==> src/rtl/fetch_stage_if.sv <==
// Instruction-memory request/response bundle between the fetch stage and the instruction memory.
interface fetch_stage_if;
  logic        IReq;
  logic [31:0] IAddr;
  logic        IGnt;
  logic        IValid;
  logic [31:0] IRdata;

  modport master (output IReq, output IAddr, input IGnt, input IValid, input IRdata);
  modport slave  (input IReq, input IAddr, output IGnt, output IValid, output IRdata);
endinterface

==> src/rtl/fetch_stage.sv <==
// MIPS32 fetch stage: PC, one-outstanding imem handshake, one-entry fetch buffer and IF/ID register.
// Optional macro FETCH_PERF_CNT_EN adds saturating StallCnt/SquashCnt outputs.
module fetch_stage #(
  parameter logic [31:0] RESET_PC  = 32'h0000_0000,
  parameter logic [31:0] NOP_INSTR = 32'h0000_0000
) (
  input  logic               CLK,
  input  logic               CLR,
  input  logic               StallF,
  input  logic               StallD,
  input  logic               PCSrcE,
  input  logic [31:0]        PCBranchE,
  fetch_stage_if.master      imem,
  output logic [31:0]        InstrD,
  output logic [31:0]        PCPlus4D,
  output logic               ValidD,
  output logic               IMemBusy
`ifdef FETCH_PERF_CNT_EN
  ,
  output logic [31:0]        StallCnt,
  output logic [31:0]        SquashCnt
`endif
);

  typedef enum logic [1:0] {
    FETCH = 2'd0,
    WAIT  = 2'd1,
    DRAIN = 2'd2
  } fetchState_e;

  fetchState_e state_r;
  fetchState_e nextState_s;

  logic [31:0] pcF_r;
  logic [31:0] reqPc_r;
  logic [31:0] iBuf_r;
  logic [31:0] bufPc_r;
  logic        bufValid_r;

  logic        issue_s;
  logic        accept_s;
  logic        respKeep_s;
  logic        squash_s;

  assign imem.IAddr = pcF_r;
  assign imem.IReq  = issue_s;

  // State register
  always_ff @(posedge CLK) begin
    if (!CLR) begin
      state_r <= FETCH;
    end else begin
      state_r <= nextState_s;
    end
  end

  // Next-state logic; a redirect while waiting turns the outstanding access into a discard
  always_comb begin
    nextState_s = state_r;
    case (state_r)
      FETCH: begin
        if (accept_s) nextState_s = WAIT;
        else          nextState_s = FETCH;
      end
      WAIT: begin
        if (imem.IValid) nextState_s = FETCH;
        else if (PCSrcE) nextState_s = DRAIN;
        else             nextState_s = WAIT;
      end
      DRAIN: begin
        if (imem.IValid) nextState_s = FETCH;
        else             nextState_s = DRAIN;
      end
      default: nextState_s = FETCH;
    endcase
  end

  // Output and handshake decode; a request only issues when the buffer is empty or draining now
  always_comb begin
    issue_s    = (state_r == FETCH) & CLR & ~StallF & (~bufValid_r | ~StallD) & ~PCSrcE;
    accept_s   = issue_s & imem.IGnt;
    respKeep_s = (state_r == WAIT) & imem.IValid & ~PCSrcE;
    squash_s   = imem.IValid & ((state_r == DRAIN) | ((state_r == WAIT) & PCSrcE));
    IMemBusy   = (state_r != FETCH);
  end

  // PC, request address latch and fetch buffer; the PC only advances on a completed fetch
  always_ff @(posedge CLK) begin
    if (!CLR) begin
      pcF_r      <= RESET_PC;
      reqPc_r    <= RESET_PC;
      iBuf_r     <= NOP_INSTR;
      bufPc_r    <= 32'h0000_0000;
      bufValid_r <= 1'b0;
    end else begin
      if (accept_s) reqPc_r <= pcF_r;
      if (PCSrcE)          pcF_r <= PCBranchE;
      else if (respKeep_s) pcF_r <= reqPc_r + 32'd4;
      if (respKeep_s) begin
        iBuf_r  <= imem.IRdata;
        bufPc_r <= reqPc_r;
      end
      if (PCSrcE)          bufValid_r <= 1'b0;
      else if (respKeep_s) bufValid_r <= 1'b1;
      else if (!StallD)    bufValid_r <= 1'b0;
    end
  end

  // IF/ID register: flush beats stall beats load beats bubble
  always_ff @(posedge CLK) begin
    if (!CLR) begin
      InstrD   <= NOP_INSTR;
      PCPlus4D <= 32'h0000_0000;
      ValidD   <= 1'b0;
    end else if (PCSrcE) begin
      InstrD <= NOP_INSTR;
      ValidD <= 1'b0;
    end else if (StallD) begin
      InstrD   <= InstrD;
      PCPlus4D <= PCPlus4D;
      ValidD   <= ValidD;
    end else if (bufValid_r) begin
      InstrD   <= iBuf_r;
      PCPlus4D <= bufPc_r + 32'd4;
      ValidD   <= 1'b1;
    end else begin
      InstrD <= NOP_INSTR;
      ValidD <= 1'b0;
    end
  end

`ifdef FETCH_PERF_CNT_EN
  function automatic logic [31:0] satInc(input logic [31:0] val);
    if (val == 32'hFFFF_FFFF) satInc = val;
    else                      satInc = val + 32'd1;
  endfunction

  // Saturating stall and squash event counters
  always_ff @(posedge CLK) begin
    if (!CLR) begin
      StallCnt  <= 32'h0000_0000;
      SquashCnt <= 32'h0000_0000;
    end else begin
      if (StallD && ValidD) StallCnt <= satInc(StallCnt);
      if (squash_s)         SquashCnt <= satInc(SquashCnt);
    end
  end
`else
  logic unusedSquash_s;
  assign unusedSquash_s = squash_s;
`endif

endmodule

==> src/flat_wrapper.sv <==
// flat-port wrapper written by rule: the top's interface ports become plain ports
module fetch_stage_flat 
#(
  parameter logic [31:0] RESET_PC  = 32'h0000_0000,
  parameter logic [31:0] NOP_INSTR = 32'h0000_0000
)
  (CLK, CLR, StallF, StallD, PCSrcE, PCBranchE, InstrD, PCPlus4D, ValidD, IMemBusy, imem_IReq, imem_IAddr, imem_IGnt, imem_IValid, imem_IRdata);
  fetch_stage_if imem_i ();
  input  logic CLK;
  input  logic CLR;
  input  logic StallF;
  input  logic StallD;
  input  logic PCSrcE;
  input  logic [31:0] PCBranchE;
  output logic [31:0] InstrD;
  output logic [31:0] PCPlus4D;
  output logic ValidD;
  output logic IMemBusy;
  output wire logic [$bits(imem_i.IReq)-1:0] imem_IReq;
  output wire logic [$bits(imem_i.IAddr)-1:0] imem_IAddr;
  input wire logic [$bits(imem_i.IGnt)-1:0] imem_IGnt;
  input wire logic [$bits(imem_i.IValid)-1:0] imem_IValid;
  input wire logic [$bits(imem_i.IRdata)-1:0] imem_IRdata;
  assign imem_IReq = imem_i.IReq;
  assign imem_IAddr = imem_i.IAddr;
  assign imem_i.IGnt = imem_IGnt;
  assign imem_i.IValid = imem_IValid;
  assign imem_i.IRdata = imem_IRdata;
  fetch_stage #(.RESET_PC(RESET_PC), .NOP_INSTR(NOP_INSTR)) u_core (.CLK(CLK), .CLR(CLR), .StallF(StallF), .StallD(StallD), .PCSrcE(PCSrcE), .PCBranchE(PCBranchE), .imem(imem_i), .InstrD(InstrD), .PCPlus4D(PCPlus4D), .ValidD(ValidD), .IMemBusy(IMemBusy));
endmodule
==> config.mk <==
export PLATFORM = sky130hd
export DESIGN_NAME = fetch_stage_flat
export DESIGN_NICKNAME = d
export VERILOG_FILES = /design/src/rtl/fetch_stage_if.sv /design/src/rtl/fetch_stage.sv /design/src/flat_wrapper.sv
export SDC_FILE = /design/constraint.sdc
export NUM_CORES = 1
export LEC_CHECK = 0
export BUFFER_PORTS_ARGS = -buffer_cell sky130_fd_sc_hd__buf_2
export CAP_MARGIN = 20
export CORE_UTILIZATION = 59
export DETAILED_ROUTE_END_ITERATION = 8
export PLACE_DENSITY = 0.85
export SETUP_SLACK_MARGIN = 0.1
export SLEW_MARGIN = 5
export SYNTH_ARGS = -nofsm -noshare
export SYNTH_HDL_FRONTEND = slang
export SYNTH_SLANG_ARGS = --single-unit
==> constraint.sdc <==
create_clock -name CLK -period 3.1 [get_ports CLK]
set_input_delay 0.465 -clock CLK [delete_from_list [all_inputs] [get_ports CLK]]
set_output_delay 0.465 -clock CLK [all_outputs]
set_load 0.02 [all_outputs]
# Yosys cells after proc, flatten, opt, wreduce, memory -nomap -nowiden
# Cells that the tools add are included.
[totals] ff_bits=196 in_bits=71 out_inout_bits=99 elab_cells=43
[classes] add_sub_neg=2 n_eq_ne=3 mux=11 bitwise_logic=13 reduce_logical=5
[op_table] cell="32-bit 2-to-1 mux" n=3
[op_table] cell="32-bit by 3-bit adder with 32-bit output (second input constant)" n=2
[op_table] cell="1-bit bitwise AND" n=7
[op_table] cell="2-bit 2-to-1 mux" n=3
[op_table] cell="2-bit one-hot mux with 3 select lines" n=1
[op_table] cell="1-bit inverter" n=5
[op_table] cell="1-bit 2-to-1 mux" n=4
[op_table] cell="2-bit nonzero test" n=2
[op_table] cell="3-bit AND reduction" n=1
[op_table] cell="2-bit by 1-bit equality test with 1-bit output (second input constant)" n=1
[op_table] cell="2-bit equality test (second input constant)" n=1
[op_table] cell="2-bit logical NOT" n=1
[op_table] cell="2-bit by 1-bit inequality test with 1-bit output (second input constant)" n=1
[op_table] cell="2-bit OR reduction" n=1
[op_table] cell="1-bit OR" n=1

# Logic depth before layout (Yosys ltp)
# Gate-level depths: netlist of run 1.
[logic_depth] depth_word=8 ltp_mapped=8

# Least setup slack after synthesis of run 1
# OpenSTA, ideal clock, no wires.
[synth_path] path_type="input -> register" start="input port CLR" end="register u_core.reqPc_r[10]" arrival_time_ns=1.938 required_time_ns=2.968 path_slack_ns=1.030 path_stages=7 n_path_buf=2 path_cell_list="clkbuf_1 nand2b_1 nor4b_2 nand2_1 clkbuf_1 nand2_1 a21oi_1"
[synth_between] elab_chain_cells=5
[synth_rtl] item="from (decl)" line="flat_wrapper.sv:10" text="input logic CLR;"
[synth_rtl] item="1-bit bitwise AND (4 in a row)" line="fetch_stage.sv:80" text="issue_s = (state_r == FETCH) & CLR & ~StallF & (~bufValid_r | ~StallD) & ~PCSrcE;"
[synth_rtl] item="via imem_IReq" line="flat_wrapper.sv:19" text="output wire logic [$bits(imem_i.IReq)-1:0] imem_IReq;"
[synth_rtl] item="1-bit bitwise AND" line="fetch_stage.sv:81" text="accept_s = issue_s & imem.IGnt;"
[synth_rtl] item="to (signal assigned)" line="fetch_stage.sv:96" text="if (accept_s) reqPc_r <= pcF_r;"
[synth_rtl] item="to (decl)" line="fetch_stage.sv:35" text="logic [31:0] reqPc_r;"
# The timed path passes the listed nets, and every way through them passes these cells.
# A chain may end at the register's enable or synchronous reset.

# Final worst setup path of run 1
[layout_path] start="register u_core.state_r[1]" end="output port imem_IReq"
[layout_between] elab_chain_cells=5
[layout_rtl] item="from (decl)" line="fetch_stage.sv:31" text="fetchState_e state_r;"
[layout_rtl] item="from (signal assigned)" line="fetch_stage.sv:53" text="state_r <= nextState_s;"
[layout_rtl] item="2-bit logical NOT" line="fetch_stage.sv:80"
[layout_rtl] item="1-bit bitwise AND (4 in a row)" line="fetch_stage.sv:80"
[layout_rtl] item="to (decl)" line="flat_wrapper.sv:19"
# Every way passes these cells.

==> results.py, run 1 <==
metrics = {
    "floorplan": {
        "fp.dieH_um": 119.1,
        "die_width_um": 119.1,
        "core-area_um2": 13300,
        "start_util": 0.6087,
        "die_area_um2": 14190,
        "rows": 42,
        "ios": 170,
    },
    "setup_path": {
        "regToRegSetupSlack_ps": 990,
        "worst-r2r-cell-count": 5,
        "crit_type": "flop to primary output",
        "crit_path_start_kind": "flop",
        "crit_required_ps": 2630,
        "critPathSlowestCell": "dfxtp_1",
        "slowest_delay_ps": 350,
        "worstReg2RegEnd": "u_core.imem.IAddr[23]",
        "critPathArrivalTime_ps": 1690,
        "r2r_start": "u_core.reqPc_r[9]",
        "critPathCaptureType": "primary output",
        "startpoint": "u_core.state_r[1]",
        "worstPathCellList": "or2_2 > nor4b_2 > buf_2",
        "worstPathMaxFanout": 6,
    },
    "clock_network": {
        "clockBufferDepth": 2,
        "htreeDepth": 4,
        "ctsHoldBuffers": 0,
        "post-cts-setup-buffer-count": 0,
        "root_buffer": "clkbuf_16",
        "clk_pin_slew_ps": 70,
        "insertion_delay_ps": 440,
        "numCtsBuffers": 17,
        "cts_tree": "built",
        "cts_num_sinks": 196,
        "cts_resized": 0,
    },
    "hold_path": {
        "whs_endpoint": "u_core.imem.IAddr[5]",
        "hp-start": "PCBranchE[5]",
        "hold_path_class": "input pin to flop",
        "hold-path-cell-count": 3,
    },
    "synth": {
        "avgSynthCellArea_um2": 8.052,
        "synth-main-ff-cell": "dfxtp_1",
        "yosys.cell_types.count": 55,
        "synth-compound-area-share": 0.1787,
        "synth_fa_ha_area_frac": 0.003092,
        "synth_mux_area_frac": 0.005102,
        "synth_warnings": 0,
        "synth-seq-area-share": 0.4848,
        "ys_ff_latch": 196,
        "synth_top_family_by_area": "simple AND/OR/NAND/NOR gates",
        "synth_area_um2": 8093,
        "synth_edf_count": 0,
        "synth_simple_gate_area_share": 0.2333,
        "synthArstFlopShare": 0,
        "postSynthCellCount": 1005,
        "synth_xor_xnor_area_share": 0.05303,
        "synth_fp_nets": 1078,
    },
    "pwr": {
        "peakVddDrop_mv": 0.3720,
        "powerDensity_nw_per_um2": 518.1,
        "leakage_nw": 3.596,
    },
    "timing": {
        "final.setup.worst_slack_ps": 940.1,
        "finalCritPeriodShare": 0.6968,
        "hold_violations": 0,
        "fin_skew_ps": 7.167,
        "max_slew_margin": 0.5222,
        "tightestPinTransition_ps": 716.8,
        "setup_tns_ps": 0,
        "max_freq_ghz": 0.4630,
        "rsz0062_at_grt": "no",
        "fin_crit_ps": 2160,
        "drv_slew": 0,
        "setup_violations": 0,
    },
    "placement": {
        "gp_congestion": 0.8672,
        "hpwl_um": 13570,
        "dp_slack_ps": 898.9,
        "portBuffers": 169,
    },
    "detailed_routing": {
        "drtAntennaViolNets": 0,
        "wl_per_cell_um": 15.50,
        "routed_wl_um": 20430,
        "drt_iter0_drc": 503,
        "drtPass1Iterations": 5,
        "vias": 7486,
        "via_per_inst": 5.680,
        "drcViolationCount": 0,
    },
    "grt": {
        "antenna_found_initial": 0,
        "grt_use_total": 0.2931,
        "first_global_vias": 6871,
        "grt_pass1_wl_um": 33180,
        "grt_max_degree": 62,
        "gr-total-overflow": 0,
    },
    "cells_and_area": {
        "utilization": 0.7174,
        "syn2layout_area_growth_pct": 17.86,
        "nets": 1202,
        "drive_gt1_frac": 0.2005,
        "antennaDiodeCount": 0,
    },
    "status": {
        "status": "completed",
    },
    "job": {
        "drv_cap": 0,
    },
}
cell usage after synthesis, types with 2 or more instances:
library cell / n / area [µm²]
o22ai_1: 7 / 43.79
a211oi_1: 15 / 112.6
o21ai_0: 34 / 170.2
and4_1: 7 / 61.31
inv_1: 4 / 15.01
nor3_1: 3 / 15.01
and3_1: 6 / 37.54
nor4_1: 4 / 25.02
nor2_1: 85 / 319.1
nand3b_1: 3 / 22.52
nand2_1: 236 / 885.9
buf_4: 3 / 22.52
nand2b_1: 3 / 18.77
clkbuf_1: 62 / 232.7
and2_1: 8 / 50.05
xnor2_1: 17 / 148.9
xor2_1: 32 / 280.3
a21oi_1: 150 / 750.7
buf_1: 5 / 18.77
nor4_4: 4 / 85.08
mux2i_1: 3 / 30.03
or2_2: 2 / 12.51
buf_2: 6 / 30.03
nand4_1: 20 / 125.1
dfxtp_1: 196 / 3924
or3_1: 2 / 12.51
a22oi_1: 32 / 240.2
a32oi_1: 2 / 17.52
nor2b_1: 3 / 18.77
ha_1: 2 / 25.02
and2_0: 2 / 12.51
nand3_1: 20 / 100.1
o31a_1: 3 / 26.28
nor3_2: 2 / 20.02
a31oi_1: 2 / 12.51
metal layers:
| layer | track usage | vias up | part of all wire |
|---|---|---|---|
| met5 | 0 | - | 0 |
| met4 | 0.1163 | 0 | 0.025 |
| met3 | 0.07567 | 41 | 0.081 |
| met2 | 0.4593 | 311 | 0.46 |
| met1 | 0.3848 | 3457 | 0.44 |
| li1 | - | 3677 | - |
flip-flops by register name, indices dropped and copies added, names as in the netlist:
register and cells:
u_core.InstrD 32, u_core.PCPlus4D 32, u_core.ValidD 1, u_core.bufPc_r 32, u_core.bufValid_r 1, u_core.iBuf_r 32, u_core.imem.IAddr 32, u_core.reqPc_r 32
u_core.state_r 2
power breakdown:
| part | internal [W] | switching, W | leakage [nW] |
|---|---|---|---|
| Combinational | 0.0000900 | 0.000171 | 1.75 |
| Clock | 0.00112 | 0.000978 | 0.261 |
| Sequential | 0.00255 | 0.0000293 | 1.58 |
cell families (layout without fill, tap and decap cells):
family,after synthesis,after routing
simple gates,417,417
compound gates,254,254
flops,196,196
buf+inv,83,220
xor+xnor,49,49
mux,4,4
fa+ha+maj,2,2
placed cells by master, fill, tap and decap left out, types with 6 or more instances in the layout:
cell       count
nand2_1      236
dfxtp_1      196
buf_2        169
a21oi_1      150
nor2_1        84
o21ai_0       34
a22oi_1       32
xor2_1        32
nand4_1       20
nand3_1       20
xnor2_1       17
clkbuf_16     17
a211oi_1      15
buf_4         13
and2_1         8
and4_1         7
o22ai_1        7
and3_1         6
how the worst max path moves through the flow:
stage                             to  slack [ps]
2_1_floorplan     u_core.reqPc_r[10]        1030
3_3_place_gp   u_core.imem.IAddr[12]         920
3_5_place_dp      u_core.reqPc_r[12]         900
4_1_cts                    imem_IReq         930
5_1_grt        u_core.imem.IAddr[25]         840
6_report                   imem_IReq         940
area by class of cell:
| class | instances | area (µm²) |
|---|---|---|
| multi-input combinational | 726 | 3850 |
| clock buffer | 20 | 436.7 |
| sequential | 196 | 3924 |
| clock inverter | 12 | 122.6 |
| timing repair buffer | 183 | 963.4 |
| inverter | 5 | 21.27 |
| fill | 1050 | 3757 |
| tap | 176 | 220.2 |
through the flow:
stage / hold slack (ps) / cell area (µm²) / power [W] / std cells
2_1_floorplan: 436.0 / 8093 / 0.002781 / 1005
4_1_cts: 205.5 / 9538 / 0.004967 / 1318
5_1_grt: 229.5 / 9538 / 0.005093 / 1318
3_5_place_dp: 446.0 / 8979 / 0.002894 / 1286
3_3_place_gp: 441.0 / 8979 / 0.002890 / 1286
6_report: 219.0 / 9538 / 0.004942 / 1318
worst max-delay path: cells and delay by family (launching register included):
family | cells | cell delay, ps
and+or+nand+nor | 2 | 680
buffers and inverters | 1 | 240
DFF | 1 | 350
No activity file was read; power rests on OpenSTA's default activity.
==> inputs of run 2 (changes only) <==
--- a/config.mk
+++ b/config.mk
@@ -7,9 +7,9 @@
 export LEC_CHECK = 0
 export BUFFER_PORTS_ARGS = -buffer_cell sky130_fd_sc_hd__buf_2
 export CAP_MARGIN = 20
-export CORE_UTILIZATION = 59
+export CORE_UTILIZATION = 49
 export DETAILED_ROUTE_END_ITERATION = 8
-export PLACE_DENSITY = 0.85
+export PLACE_DENSITY = 0.76
 export SETUP_SLACK_MARGIN = 0.1
 export SLEW_MARGIN = 5
 export SYNTH_ARGS = -nofsm -noshare
==> constraint.sdc (replaced) <==
create_clock -name CLK -period 1.8 [get_ports CLK]
set_input_delay 0.27 -clock CLK [delete_from_list [all_inputs] [get_ports CLK]]
set_output_delay 0.27 -clock CLK [all_outputs]
set_load 0.02 [all_outputs]
==> run 2 against run 1 <==
Net effect: cell count increased by 7.3%; largest cell class unchanged; critical path depth stayed put; routed wire length is 6.4% higher; sequential power up 72%.
==> results.py, run 2 (same netlist as run 1, synthesis figures left out) <==
metrics = {
    "status": {
        "status": "completed",
    },
    "grt": {
        "grt_max_degree": 83,
        "antenna_found_initial": 1,
        "grt_use_total": 0.2538,
        "grt_pass1_wl_um": 33600,
        "gr-total-overflow": 0,
        "first_global_vias": 6784,
    },
    "floorplan": {
        "die_area_um2": 17030,
        "die_width_um": 130.5,
        "ios": 170,
        "start_util": 0.5058,
        "fp.dieH_um": 130.5,
        "core-area_um2": 16000,
        "rows": 46,
    },
    "cells_and_area": {
        "nets": 1256,
        "layout_commonest_cell": "nand2_1",
        "final_area_um2": 10230,
        "final_cell_mix": "235 x nand2_1, 188 x dfxtp_1, 168 x buf_2",
        "syn2layout_area_growth_pct": 26.45,
        "drive_gt1_frac": 0.2592,
    },
    "timing": {
        "rsz0062_at_grt": "yes",
        "finalCritPeriodShare": 0.9825,
        "drv_slew": 0,
        "worst_hold_slack_ps": 37.61,
        "tightestPinTransition_ps": 566.8,
        "setup_violations": 0,
        "max_freq_ghz": 0.5654,
        "fin_skew_ps": 8.568,
        "fin_crit_ps": 1769,
        "hold_violations": 0,
        "setup_tns_ps": 0,
        "max_slew_margin": 0.6221,
    },
    "detailed_routing": {
        "drcViolationCount": 0,
        "via_per_inst": 5.354,
        "drt_iter0_drc": 432,
        "vias": 7570,
        "drtAntennaViolNets": 0,
        "routed_wl_um": 21740,
        "wl_per_cell_um": 15.38,
        "drtPass1Iterations": 5,
    },
    "setup_path": {
        "crit_type": "flop to primary output",
        "slowest_delay_ps": 330,
        "critPathBufInv": 1,
        "crit_path_start_kind": "flop",
        "critPathSlowestCell": "dfxtp_2",
        "worstPathCellList": "or2_4 > nor4b_4 > buf_4",
        "r2r_start": "u_core.state_r[0]",
        "cp_top_family": "simple AND/OR/NAND/NOR gates",
        "crit_required_ps": 1530,
        "critPathCaptureType": "primary output",
        "worstPathMaxFanout": 3,
        "startpoint": "u_core.state_r[0]",
        "critPathArrivalTime_ps": 1500,
    },
    "placement": {
        "gp_congestion": 0.8558,
        "post_dp_cell_area_um2": 9457,
        "portBuffers": 169,
        "hpwl_um": 14710,
    },
    "hold_path": {
        "hp-start": "PCBranchE[9]",
        "hold_path_class": "input pin to flop",
    },
    "clock_network": {
        "insertion_delay_ps": 430,
        "numCtsBuffers": 17,
        "clockBufferDepth": 2,
        "clk_pin_slew_ps": 70,
        "cts_tree": "built",
        "htreeDepth": 4,
        "root_buffer": "clkbuf_16",
        "cts_num_sinks": 196,
    },
    "pwr": {
        "peakVddDrop_mv": 0.6553,
        "powerDensity_nw_per_um2": 856.8,
        "leakage_nw": 3.962,
        "report.power.total_w": 0.008768,
    },
    "job": {
        "drv_cap": 0,
    },
}
[run 2: final timing paths]
kind,to,cells past startpoint,slack (ps)
hold / removal,u_core.imem.IAddr[9],3,40
hold reg to reg,u_core.iBuf_r[17],2,450
setup reg to reg,u_core.reqPc_r[17],7,120
setup / recovery,imem_IReq,3,30
[run 2: tightest hold or removal path, cell delays in order]
cell and delay [ps]:
buf_2 70, nand2_1 30, o21ai_0 50
[run 2: through the flow]
step           worst slack, ps    util  cells
5_1_grt                 -31.15  0.6393   1412
6_report                 31.46  0.6396   1414
3_3_place_gp             24.55  0.5910   1371
4_1_cts                  5.550  0.6288   1403
3_5_place_dp            -33.06  0.5910   1371
2_1_floorplan            69.12       -   1005
[run 2: repair_timing]
item / CTS / global route
hold buffers: 0 / 0
cloned: 0 / 2
gates resized for setup: 5 / 24
setup buffers: 0 / 7
endpoints found under the hold margin: 0 / 0
setup endpoints to repair: 12 / 36
pin swaps: 1 / 5
[run 2: routing by layer]
metal	vias to the layer above	wire length, µm	track usage
met2	237	9949	0.3950
met3	26	1385	0.07125
li1	3791	-	-
met5	-	0	0
met4	0	402	0.09533
met1	3516	10010	0.3344
[run 2: final cells by class]
class / count / area, µm²
multi-input combinational: 726 / 3936
clock buffer: 17 / 425.4
sequential: 196 / 3939
tap: 216 / 270.3
inverter: 5 / 21.27
clock inverter: 15 / 167.7
fill: 1407 / 5767
timing repair buffer: 237 / 1469
antenna: 2 / 5.005
[run 2: power breakdown]
group,internal [W],leakage [nW],switching [W]
clock network,0.00208,0.290,0.00175
registers,0.00439,1.59,0.0000478
logic,0.000186,2.08,0.000317
==> inputs of run 3 (changes only) <==
--- a/config.mk
+++ b/config.mk
@@ -7,6 +7,7 @@
 export LEC_CHECK = 0
 export BUFFER_PORTS_ARGS = -buffer_cell sky130_fd_sc_hd__buf_2
 export CAP_MARGIN = 20
+export CORE_MARGIN = 4
 export CORE_UTILIZATION = 49
 export DETAILED_ROUTE_END_ITERATION = 8
 export PLACE_DENSITY = 0.76
==> run 3 against run 2 <==
Net effect: flip-flop and latch count stayed put; via count is 1.8% higher; clock power hardly changed; cell area hardly changed; core utilization is 0.17 points lower; combinational power hardly changed; sequential share of layout area hardly changed; non-clock buffer count is 3 higher; hold slack better by 12 ps; critical path type unchanged; largest cell class unchanged; highest routed layer is now met5.
==> results.py, run 3 (same netlist as run 1, synthesis figures left out) <==
metrics = {
    "setup_path": {
        "crit_type": "flop to primary output",
        "worstPathMaxFanout": 5,
        "cp-endpoint": "imem_IReq",
        "regToRegSetupSlack_ps": 130,
        "critPathSlowestCell": "dfxtp_2",
        "worst-r2r-cell-count": 5,
        "r2r_start": "u_core.reqPc_r[12]",
        "critPathArrivalTime_ps": 1510,
        "startpoint": "u_core.state_r[0]",
        "worstPathCellList": "or2_4 > nor4b_4 > buf_4",
        "worstReg2RegEnd": "u_core.imem.IAddr[23]",
        "critPathCaptureType": "primary output",
        "crit_path_start_kind": "flop",
        "crit_required_ps": 1530,
        "slowest_delay_ps": 340,
    },
    "pwr": {
        "peakVddDrop_mv": 0.7128,
        "leakage_nw": 4.009,
        "powerDensity_nw_per_um2": 854.4,
    },
    "grt": {
        "grt_use_total": 0.2365,
        "gr-total-overflow": 0,
        "grt_max_degree": 62,
        "antenna_found_initial": 1,
        "first_global_vias": 7081,
        "grtUsageMet1": 0.3167,
        "use_met2": 0.3817,
        "busiest_layer": "met2",
        "grt_pass1_wl_um": 35310,
        "met3_usage": 0.06103,
    },
    "status": {
        "status": "completed",
    },
    "clock_network": {
        "root_buffer": "clkbuf_16",
        "cts_num_sinks": 196,
        "numCtsBuffers": 17,
        "insertion_delay_ps": 420,
        "cts_tree": "built",
        "ctsHoldBuffers": 0,
        "clk_pin_slew_ps": 70,
        "htreeDepth": 4,
        "clockBufferDepth": 2,
    },
    "cells_and_area": {
        "seqCellArea_um2": 3945,
        "final_area_um2": 10240,
        "nFillCells": 1395,
        "antennaDiodeCount": 0,
        "drive_gt1_frac": 0.2642,
        "syn2layout_area_growth_pct": 26.58,
        "nets": 1260,
        "layout_commonest_cell": "nand2_1",
        "final_cell_mix": "234 x nand2_1, 181 x dfxtp_1, 168 x buf_2",
        "multiInputGateArea_um2": 3940,
    },
    "floorplan": {
        "die_width_um": 136.5,
        "die_area_um2": 18640,
        "rows": 46,
        "ios": 170,
        "core-area_um2": 16060,
        "start_util": 0.5040,
        "fp.dieH_um": 136.5,
    },
    "timing": {
        "tightestPinTransition_ps": 413.7,
        "fin_crit_ps": 1777,
        "setup_violations": 0,
        "rsz0062_at_grt": "yes",
        "worst_hold_slack_ps": 49.56,
        "max_slew_margin": 0.7235,
        "drv_slew": 0,
        "finalCritPeriodShare": 0.9871,
        "fin_skew_ps": 6.415,
        "max_freq_ghz": 0.5628,
        "hold_violations": 0,
    },
    "detailed_routing": {
        "drt_iter0_drc": 586,
        "drtPass1Iterations": 5,
        "drtAntennaViolNets": 0,
        "via_per_inst": 5.444,
        "routed_wl_um": 22790,
        "vias": 7708,
        "drcViolationCount": 0,
        "wl_per_cell_um": 16.09,
    },
    "hold_path": {
        "hold-path-cell-count": 3,
        "hold_path_class": "input pin to flop",
    },
    "job": {
        "drv_cap": 0,
    },
    "placement": {
        "portBuffers": 169,
        "gp_congestion": 0.8702,
        "hpwl_um": 15180,
        "post_dp_cell_area_um2": 9447,
    },
}
[run 3: cell types whose count changed in the layout (fill, tap and decap cells not counted), sizes merged]
cell	delta
inv	+1
diode	-2
clkinv	-3
buf	+4
clkbuf	+2
nor2	+1
bufinv	-1
[run 3: layout make-up]
class,count,share of cell area
flip-flops and latches,196,0.3851
multi-input cells,727,0.3846
repair buffers,240,0.1430
clock buffers,20,0.04556
well taps,216,0.02638
clock inverters,12,0.01319
inverters,5,0.002076
[run 3: worst min-delay path by stage]
stage | start | end | slack [ps]
final | PCBranchE[8] | u_core.imem.IAddr[8] | 50
after global routing | PCBranchE[8] | u_core.imem.IAddr[8] | 40
after CTS | PCBranchE[8] | u_core.imem.IAddr[8] | 40
after detailed placement | u_core.iBuf_r[7] | u_core.iBuf_r[7] | 450
after global placement | u_core.iBuf_r[1] | u_core.iBuf_r[1] | 440
after floorplan | imem_IValid | u_core.state_r[1] | 340
[run 3: power by group]
part	switching [W]	total, W	internal (W)
registers	0.0000461	0.00443	0.00439
logic	0.000318	0.000501	0.000182
clock network	0.00174	0.00382	0.00208
[run 3: routing by layer]
metal	wire length (µm)	share of wire	up-vias
met5	7	0.00031	-
met4	310	0.014	2
met3	1901	0.083	27
met2	10920	0.48	258
met1	9654	0.42	3628
li1	-	-	3793
[run 3: through the flow]
| stage | worst slack [ps] | total power [W] | cells | util | TNS, ps |
|---|---|---|---|---|---|
| 6_report | 23.25 | 0.008753 | 1416 | 0.6379 | 0 |
| 5_1_grt | -50.83 | 0.009025 | 1416 | 0.6379 | -50.83 |
| 4_1_cts | -0.9392 | 0.008808 | 1406 | 0.6269 | -0.9392 |
| 3_5_place_dp | -15.77 | 0.005023 | 1373 | 0.5883 | -15.77 |
| 3_3_place_gp | 35.47 | 0.005018 | 1373 | 0.5883 | 0 |
| 2_1_floorplan | 69.12 | 0.004795 | 1005 | - | 0 |
[run 3: critical path, delay by kind of cell, from the launching register on]
| family | cells | cell delay, ps |
|---|---|---|
| AND/OR/NAND/NOR | 2 | 550 |
| buffers and inverters | 1 | 200 |
| flip-flops | 1 | 340 |
[run 3: timing repair]
item,4_1_cts,5_1_grt
endpoints found under the setup margin,13,60
setup buffers,1,8
cloned,0,2
resized for setup,4,29
pin swaps,2,12
